$ cat config.mk
export PLATFORM = sky130hd
export DESIGN_NAME = rom_fetch_master_flat
export DESIGN_NICKNAME = d
export VERILOG_FILES = /design/src/rtl/fetch_pkg.sv /design/src/rtl/rom_fetch_master_if.sv /design/src/rtl/fetch_timeout_ctr.sv /design/src/rtl/rom_fetch_master.sv /design/src/flat_wrapper.sv
export SDC_FILE = /design/constraint.sdc
export NUM_CORES = 1
export LEC_CHECK = 0
export ABC_AREA = 1
export ABC_CLOCK_PERIOD_IN_PS = 3300
export CORE_MARGIN = 2
export CORE_UTILIZATION = 43
export CTS_BUF_LIST = sky130_fd_sc_hd__clkbuf_16
export CTS_CLUSTER_SIZE = 28
export DETAILED_ROUTE_END_ITERATION = 6
export PLACE_DENSITY = 0.79
export SYNTH_ARGS = -nofsm -noshare
export SYNTH_HDL_FRONTEND = slang
export SYNTH_HIERARCHICAL = 1
export SYNTH_SLANG_ARGS = --single-unit
$ cat constraint.sdc
create_clock -name clk -period 3.3 [get_ports clk]
set_input_delay 0.99 -clock clk [delete_from_list [all_inputs] [get_ports clk]]
set_output_delay 0.99 -clock clk [all_outputs]
set_load 0.05 [all_outputs]
$ cat src/rtl/fetch_pkg.sv
// rtl/fetch_pkg.sv - shared types and widths for the ROM fetch master
package fetch_pkg;

  localparam int FETCH_AW = 16;
  localparam int FETCH_DW = 16;

  localparam logic [FETCH_DW-1:0] ERR_WORD_DEFAULT = '0;

  typedef enum logic [1:0] {
    IDLE,
    CS_HOLD,
    WAIT_DATA
  } fetch_state_t;

endpackage

$ cat src/rtl/rom_fetch_master_if.sv
// rtl/rom_fetch_master_if.sv - core fetch port and ROM cs/address handshake bundle
interface rom_fetch_master_if;
  import fetch_pkg::*;

  // core side
  logic                req;
  logic [FETCH_AW-1:0] req_addr;
  logic                req_ready;
  logic                rsp_valid;
  logic [FETCH_DW-1:0] rsp_data;
  logic                rsp_err;

  // ROM side
  logic                cs;
  logic [FETCH_AW-1:0] address;
  logic                ready;
  logic [FETCH_DW-1:0] data;

  modport master (
    input  req, req_addr, ready, data,
    output req_ready, rsp_valid, rsp_data, rsp_err, cs, address
  );

  modport slave (
    output req, req_addr, ready, data,
    input  req_ready, rsp_valid, rsp_data, rsp_err, cs, address
  );

endinterface

$ cat src/rtl/fetch_timeout_ctr.sv
// rtl/fetch_timeout_ctr.sv - clearable up-counter flagging the fetch abort point
module fetch_timeout_ctr #(
  parameter int TIMEOUT = 16
) (
  input  logic clk,
  input  logic rst_n,
  input  logic clr,
  input  logic en,
  output logic tc
);

  localparam int W = (TIMEOUT > 2) ? $clog2(TIMEOUT) : 1;
  localparam logic [W-1:0] TC_VAL = W'(TIMEOUT - 1);

  logic [W-1:0] count_q;

  // count cycles spent on a fetch; clear wins so each fetch starts from zero
  always_ff @(posedge clk or negedge rst_n) begin
    if (!rst_n) begin
      count_q <= '0;
    end else if (clr) begin
      count_q <= '0;
    end else if (en) begin
      count_q <= count_q + W'(1);
    end
  end

  assign tc = (count_q == TC_VAL);

endmodule

$ cat src/rtl/rom_fetch_master.sv
// rtl/rom_fetch_master.sv - single-outstanding fetch initiator for the 16-bit instruction ROM
module rom_fetch_master
  import fetch_pkg::*;
#(
  parameter int                  TIMEOUT  = 16,
  parameter logic [FETCH_DW-1:0] ERR_WORD = ERR_WORD_DEFAULT
) (
  input  logic                clk,
  input  logic                rst_n,
  rom_fetch_master_if.master  bus
);

  fetch_state_t        state_q, state_d;
  logic                cs_q, cs_d;
  logic [FETCH_AW-1:0] addr_q, addr_d;
  logic                rsp_valid_q, rsp_valid_d;
  logic [FETCH_DW-1:0] rsp_data_q, rsp_data_d;
  logic                rsp_err_q, rsp_err_d;
  logic                ctr_tc;

  fetch_timeout_ctr #(.TIMEOUT(TIMEOUT)) u_timeout (
    .clk   (clk),
    .rst_n (rst_n),
    .clr   (state_q == IDLE),
    .en    (state_q != IDLE),
    .tc    (ctr_tc)
  );

  // state and all bus-facing registers; reset pulls cs low immediately
  always_ff @(posedge clk or negedge rst_n) begin
    if (!rst_n) begin
      state_q     <= IDLE;
      cs_q        <= 1'b0;
      addr_q      <= '0;
      rsp_valid_q <= 1'b0;
      rsp_data_q  <= '0;
      rsp_err_q   <= 1'b0;
    end else begin
      state_q     <= state_d;
      cs_q        <= cs_d;
      addr_q      <= addr_d;
      rsp_valid_q <= rsp_valid_d;
      rsp_data_q  <= rsp_data_d;
      rsp_err_q   <= rsp_err_d;
    end
  end

  // handshake sequencing: accept, wait for ROM ack, wait for data, or abort
  always_comb begin
    state_d     = state_q;
    cs_d        = cs_q;
    addr_d      = addr_q;
    rsp_valid_d = 1'b0;
    rsp_data_d  = rsp_data_q;
    rsp_err_d   = rsp_err_q;
    unique case (state_q)
      IDLE: begin
        if (bus.req) begin
          addr_d  = bus.req_addr;
          cs_d    = 1'b1;
          state_d = CS_HOLD;
        end
      end
      CS_HOLD: begin
        // ready high here is only the ROM idle level, never data
        if (ctr_tc) begin
          cs_d        = 1'b0;
          rsp_data_d  = ERR_WORD;
          rsp_err_d   = 1'b1;
          rsp_valid_d = 1'b1;
          state_d     = IDLE;
        end else if (!bus.ready) begin
          cs_d    = 1'b0;
          state_d = WAIT_DATA;
        end
      end
      WAIT_DATA: begin
        // data arriving on the terminal-count edge still completes normally
        if (bus.ready) begin
          rsp_data_d  = bus.data;
          rsp_err_d   = 1'b0;
          rsp_valid_d = 1'b1;
          state_d     = IDLE;
        end else if (ctr_tc) begin
          cs_d        = 1'b0;
          rsp_data_d  = ERR_WORD;
          rsp_err_d   = 1'b1;
          rsp_valid_d = 1'b1;
          state_d     = IDLE;
        end
      end
      default: begin
        cs_d    = 1'b0;
        state_d = IDLE;
      end
    endcase
  end

  assign bus.req_ready = (state_q == IDLE);
  assign bus.cs        = cs_q;
  assign bus.address   = addr_q;
  assign bus.rsp_valid = rsp_valid_q;
  assign bus.rsp_data  = rsp_data_q;
  assign bus.rsp_err   = rsp_err_q;

endmodule

$ cat src/flat_wrapper.sv
// flat-port wrapper written by rule: the top's interface ports become plain ports
module rom_fetch_master_flat import fetch_pkg::*;
#(
  parameter int                  TIMEOUT  = 16,
  parameter logic [FETCH_DW-1:0] ERR_WORD = ERR_WORD_DEFAULT
)
  (clk, rst_n, bus_req, bus_req_addr, bus_ready, bus_data, bus_req_ready, bus_rsp_valid, bus_rsp_data, bus_rsp_err, bus_cs, bus_address);
  rom_fetch_master_if bus_i ();
  input  logic clk;
  input  logic rst_n;
  input wire logic [$bits(bus_i.req)-1:0] bus_req;
  input wire logic [$bits(bus_i.req_addr)-1:0] bus_req_addr;
  input wire logic [$bits(bus_i.ready)-1:0] bus_ready;
  input wire logic [$bits(bus_i.data)-1:0] bus_data;
  output wire logic [$bits(bus_i.req_ready)-1:0] bus_req_ready;
  output wire logic [$bits(bus_i.rsp_valid)-1:0] bus_rsp_valid;
  output wire logic [$bits(bus_i.rsp_data)-1:0] bus_rsp_data;
  output wire logic [$bits(bus_i.rsp_err)-1:0] bus_rsp_err;
  output wire logic [$bits(bus_i.cs)-1:0] bus_cs;
  output wire logic [$bits(bus_i.address)-1:0] bus_address;
  assign bus_i.req = bus_req;
  assign bus_i.req_addr = bus_req_addr;
  assign bus_i.ready = bus_ready;
  assign bus_i.data = bus_data;
  assign bus_req_ready = bus_i.req_ready;
  assign bus_rsp_valid = bus_i.rsp_valid;
  assign bus_rsp_data = bus_i.rsp_data;
  assign bus_rsp_err = bus_i.rsp_err;
  assign bus_cs = bus_i.cs;
  assign bus_address = bus_i.address;
  rom_fetch_master #(.TIMEOUT(TIMEOUT), .ERR_WORD(ERR_WORD)) u_core (.clk(clk), .rst_n(rst_n), .bus(bus_i));
endmodule
* Word level (Yosys, flattened, before mapping)
Index checks and enable logic that the tools add are counted.
** Storage, ports and cells
- Register bits after elaboration :: 41
- Output and inout bits :: 36
** Cells by class
- Reductions and logical operators :: 7
- Multiplexer cells :: 23
- Add/subtract/negate cells :: 1
- Equal/unequal tests :: 8
** Operator list (count)
- two-way mux 16 bit :: 2
- case mux 16 bit (2 select lines) :: 1
- two-way mux 2 bit :: 5
- two-way mux 1 bit :: 9
- two-way mux 4 bit :: 2
- != test 3 x 2 -> 1 bit (second input constant) :: 2
- case mux 2 bit (3 select lines) :: 1
- nonzero test 2 bit :: 3
- adder 4 x 1 -> 4 bit (second input constant) :: 1
- equality test 4 bit (second input constant) :: 1
- != test 2 bit (second input constant) :: 2
- case mux 1 bit (2 select lines) :: 2
- AND reduction 4 bit :: 1
- case mux 1 bit (3 select lines) :: 1
- AND reduction 3 bit :: 1
- equality test 2 x 1 -> 1 bit (second input constant) :: 1
- equality test 2 bit (second input constant) :: 1
- zero test 2 bit :: 1
- != test 2 x 1 -> 1 bit (second input constant) :: 1
- AND reduction 2 bit :: 1

* Longest topological paths before layout
- Depth after elaboration :: 4
- Mapped depth :: 9

* Cells and area by module
The synthesis kept the hierarchy.
** Modules (own cells, without submodules)
- rom_fetch_master :: area each 1661.6 sq um, sequential area each 925.9 sq um, instances 1, cells an instance 149
- fetch_timeout_ctr :: area each 211.5 sq um, sequential area each 100.1 sq um, instances 1, cells an instance 26

* Worst setup path after synthesis
No wires, ideal clock.
- Path type :: register to output
- From :: register u_core.state_q[0]
- To :: output bus_req_ready
- Data required time :: 2.310 ns
- Stages on the path, launching flop included :: 3
- Arrival :: 1.078 ns
- Path slack :: 1.232 ns
- Cell sequence :: dfrtp_1 inv_1 ha_1
** Between the ends
- Cells in the longest elaborated chain, start to end :: 1
** Ends and longest elaborated chain
- from (decl) :: RTL line rom_fetch_master.sv:13 : fetch_state_t state_q, state_d;
- from (signal assigned) :: RTL line rom_fetch_master.sv:39 : state_q <= state_d;
- zero test 2 bit :: RTL line rom_fetch_master.sv:99 : assign bus.req_ready = (state_q == IDLE);
- to (decl) :: RTL line flat_wrapper.sv:15 : output wire logic [$bits(bus_i.req_ready)-1:0] bus_req_ready;
No other way between the ends.

* Worst setup path after layout
Ends and elaborated chain as after synthesis.

==> reports/qor.log <==
[status] run status finished clean
[clocking] clock tree root driver cell sky130_fd_sc_hd__clkbuf_16
[global_route] combined global-route utilization of all metal layers 16.9%
[cells_and_area] Filler Cell Count 339
[cells_and_area] count of antenna diodes in the layout 0
[drt] Detail Route Antenna Nets 0
[die] overall die width 70 microns
[job] number of maximum-capacitance constraint violations 0
[cells_and_area] post-route design area 2770 sq um
[yosys] number of distinct library cells after synthesis 24
[clocking] post-cts gate resize count 0
[drt] routed via count divided by cell count 4.85
[cells_and_area] synth-to-layout area growth 47.8%
[yosys] number of warnings issued by yosys 6
[global_route] first-pass GRT wire length 6.67 mm
[drt] Residual DRC 0
[worst_setup_path] launch point of the worst path u_core/state_q[0]
[cells_and_area] final design utilization 64.9%
[pwr] Pwr Total 0.00321 W
[die] overall die area 4900 sq um
[die] effective utilization at floorplan 43.9%
[clocking] CTS Buf Count 5
[die] IO Count 72
[place] Routability Congestion 0.816
[timing] unrepaired setup endpoints after global routing no
[cells_and_area] number of nets in the layout 292
[timing] Final Max Slew Viols 0
[timing] TNS Setup 0 ns
[clocking] CTS sink count 41
[place] placed inst area 2600 sq um
[worst_setup_path] Worst Path Arrival 2.00 ns
[clocking] number of buffers added to fix hold violations after cts 0
[global_route] pin count of the biggest net entering global routing 42
[clocking] Clk Latency, worst-skew pair 0.27 ns
[pwr] reported leakage power 1.31 nW
[die] area of the placeable core 4260 sq um
[timing] Setup Viol. Count Final 0
[yosys] summed instance area of the synthesized netlist 1870 sq um
[timing] Max Freq 334 MHz
[clocking] deepest level of the CTS H-tree 2
[drt] final routed wirelength across all metal layers 3.86 mm
[yosys] synthesized flop and latch total 41
[timing] final count of hold timing violations 0
[clocking] clock transition at the registers of the reported paths 0.06 ns
[die] Die Span Y 70 microns
[global_route] initial antenna violation count 0
[timing] tightest slew margin relative to the limit 39.5%
[drt] total via count after detailed routing 1465
[min_path] HP Start u_core/bus.rsp_err
[global_route] number of global-route vias before repair 1473
[drt] Wirelength per Cell 12.8 microns
[yosys] average cell area after synthesis 10.7 sq um
[worst_setup_path] Setup crit end kind output port
[timing] largest clock skew in the final design 0.00267 ns
[worst_setup_path] kind of start point of the critical path register
[pwr] P per Cell Area 1160 nW/um^2
[worst_setup_path] start of the worst register-to-register path u_core/u_timeout/count_q[0]
[yosys] Seq/Total Area, Yosys 54.8%
[min_path] class of the most critical hold timing path reg2reg
[pwr] Worst IR Drop VDD 0.603 mV
[drt] Detailed Route Iter0 Violations 105
[timing] period utilization 90.6%
[yosys] Post-Synthesis Net Count 218
[place] I/O Buffers 71
[yosys] gate count of the mapped netlist 175
[place] detailed-placement wirelength estimate 2.73 mm
[worst_setup_path] endpoint required time on the critical path 2.31 ns
[clocking] clock tree buffer depth 2
[clocking] count of buffers added by post-CTS timing repair for setup 0
[global_route] final global-route overflow total 0
[worst_setup_path] kind of critical path reg2out
[drt] drt pass-1 iters 5
[clocking] TritonCTS clock tree done
[timing] Worst-Margin Slew 0.908 ns
[worst_setup_path] maximum net fanout on the critical path 7
[cells_and_area] fraction of layout instances using a drive strength above 1 12.8%
[timing] final worst path period need 2.99 ns
[die] row cnt 24
sequential cells by signal (all words and copies together) (netlist names):
register	flops
u_core/state_q	2
u_core/u_timeout/count_q	4
u_core/bus.address	16
u_core/bus.rsp_valid	1
u_core/bus.cs	1
u_core/bus.rsp_data	16
u_core/bus.rsp_err	1
power breakdown:
part	internal (W)	total, W	leakage [nW]	switching, W
clock network	0.000354	0.000535	0.0775	0.000181
registers	0.000734	0.000853	0.490	0.000119
logic	0.000653	0.00183	0.741	0.00117
total	0.00174	0.00321	1.31	0.00147
final cells by class:
class / count / area (sq um) / area share (%)
sequential: 41 / 1030 / 37.1
inverter: 16 / 62.6 / 2.26
tap: 52 / 65.1 / 2.35
clock inverter: 3 / 41.3 / 1.49
multi-input combinational: 114 / 743 / 26.8
clock buffer: 5 / 125 / 4.52
timing repair buffer: 71 / 706 / 25.5
placed cells by master, fill, tap and decap left out:
cell                              netlist  layout
sky130_fd_sc_hd__nand2_1               16      16
sky130_fd_sc_hd__ha_1                   7       7
sky130_fd_sc_hd__mux2_4                10      10
sky130_fd_sc_hd__o21ai_1                2       2
sky130_fd_sc_hd__nor2_1                37      37
sky130_fd_sc_hd__inv_4                  1       1
sky130_fd_sc_hd__nor2_4                 1       1
sky130_fd_sc_hd__dfrtp_1               41      41
sky130_fd_sc_hd__o21ai_0               15      15
sky130_fd_sc_hd__nand2_4                2       2
sky130_fd_sc_hd__a21oi_1                4       4
sky130_fd_sc_hd__inv_1                 15      15
sky130_fd_sc_hd__nand2_2                1       1
sky130_fd_sc_hd__nor2_2                 1       1
sky130_fd_sc_hd__mux2_2                 6       6
sky130_fd_sc_hd__clkinv_1               0       1
sky130_fd_sc_hd__o21bai_1               1       1
sky130_fd_sc_hd__o21ai_2                1       1
sky130_fd_sc_hd__nand3_1                4       4
sky130_fd_sc_hd__clkinvlp_4             0       1
sky130_fd_sc_hd__nor3_1                 1       1
sky130_fd_sc_hd__bufinv_16              0       1
sky130_fd_sc_hd__nor2_8                 1       1
sky130_fd_sc_hd__nand4_1                3       3
sky130_fd_sc_hd__a211oi_1               1       1
sky130_fd_sc_hd__buf_2                  0       1
sky130_fd_sc_hd__clkbuf_16              0       5
sky130_fd_sc_hd__clkdlybuf4s50_1        0      70
routing by layer:
metal | wire [microns] | up-vias | part of all wire [%] | GRT usage [%]
met5 | 0 | - | 0 | 0
met4 | 53 | 0 | 1.4 | 6.84
met3 | 289 | 6 | 7.5 | 5.34
met1 | 1750 | 685 | 45 | 21.8
met2 | 1760 | 57 | 46 | 26.3
li1 | - | 717 | - | -
cell families (layout without fill, tap and decap cells):
group	Yosys count	in the layout	synth area share, %
fa+ha+maj	7	7	4.68
flops	41	41	54.8
simple gates	67	67	16.5
buf+inv	20	95	5.54
mux	16	16	11.6
compound gates	24	24	6.88
worst paths after layout:
check / slack (ns) / end / cells after the start
max in group asynchronous: 1.89 / u_core/state_q[1] / 1
min in group asynchronous: 0.85 / u_core/bus.rsp_data[12] / 1
worst min-delay path: 0.49 / u_core/bus.rsp_err / 2
worst min register to register: 0.49 / u_core/bus.rsp_err / 2
worst max register to register: 1.70 / u_core/bus.rsp_data[5] / 8
worst max-delay path: 0.31 / bus_req_ready / 3
synthesized netlist by cell type:
| cell type | n | area, sq um |
|---|---|---|
| sky130_fd_sc_hd__dfrtp_1 | 41 | 1030 |
| sky130_fd_sc_hd__nor2_1 | 37 | 139 |
| sky130_fd_sc_hd__nand2_1 | 16 | 60.1 |
| sky130_fd_sc_hd__inv_1 | 15 | 56.3 |
| sky130_fd_sc_hd__o21ai_0 | 15 | 75.1 |
| sky130_fd_sc_hd__mux2_4 | 10 | 150 |
| sky130_fd_sc_hd__ha_1 | 7 | 87.6 |
| sky130_fd_sc_hd__mux2_2 | 6 | 67.6 |
| sky130_fd_sc_hd__a21oi_1 | 4 | 20.0 |
| sky130_fd_sc_hd__nand3_1 | 4 | 20.0 |
| sky130_fd_sc_hd__buf_6 | 3 | 33.8 |
| sky130_fd_sc_hd__nand4_1 | 3 | 18.8 |
| sky130_fd_sc_hd__nand2_4 | 2 | 22.5 |
| sky130_fd_sc_hd__o21ai_1 | 2 | 10.0 |
| sky130_fd_sc_hd__a211oi_1 | 1 | 7.51 |
| sky130_fd_sc_hd__clkbuf_4 | 1 | 7.51 |
| sky130_fd_sc_hd__inv_4 | 1 | 6.26 |
| sky130_fd_sc_hd__nand2_2 | 1 | 6.26 |
| sky130_fd_sc_hd__nor2_2 | 1 | 6.26 |
| sky130_fd_sc_hd__nor2_4 | 1 | 11.3 |
| sky130_fd_sc_hd__nor2_8 | 1 | 20.0 |
| sky130_fd_sc_hd__nor3_1 | 1 | 5.00 |
| sky130_fd_sc_hd__o21ai_2 | 1 | 8.76 |
| sky130_fd_sc_hd__o21bai_1 | 1 | 7.51 |
critical path, stage by stage (launching register included):
cell and delay (ns):
sky130_fd_sc_hd__dfrtp_1 0.41, sky130_fd_sc_hd__inv_1 0.14, sky130_fd_sc_hd__ha_1 0.32, sky130_fd_sc_hd__clkdlybuf4s50_1 0.86
stage by stage:
stage | worst slack, ns | cells | hold WS [ns]
2_1_floorplan | 1.23 | 175 | 0.468
3_3_place_gp | 0.634 | 294 | 0.480
3_5_place_dp | 0.586 | 294 | 0.479
4_1_cts | 0.282 | 302 | 0.495
5_1_grt | 0.214 | 302 | 0.523
6_report | 0.309 | 302 | 0.488
No activity file was read; power rests on OpenSTA's default activity.
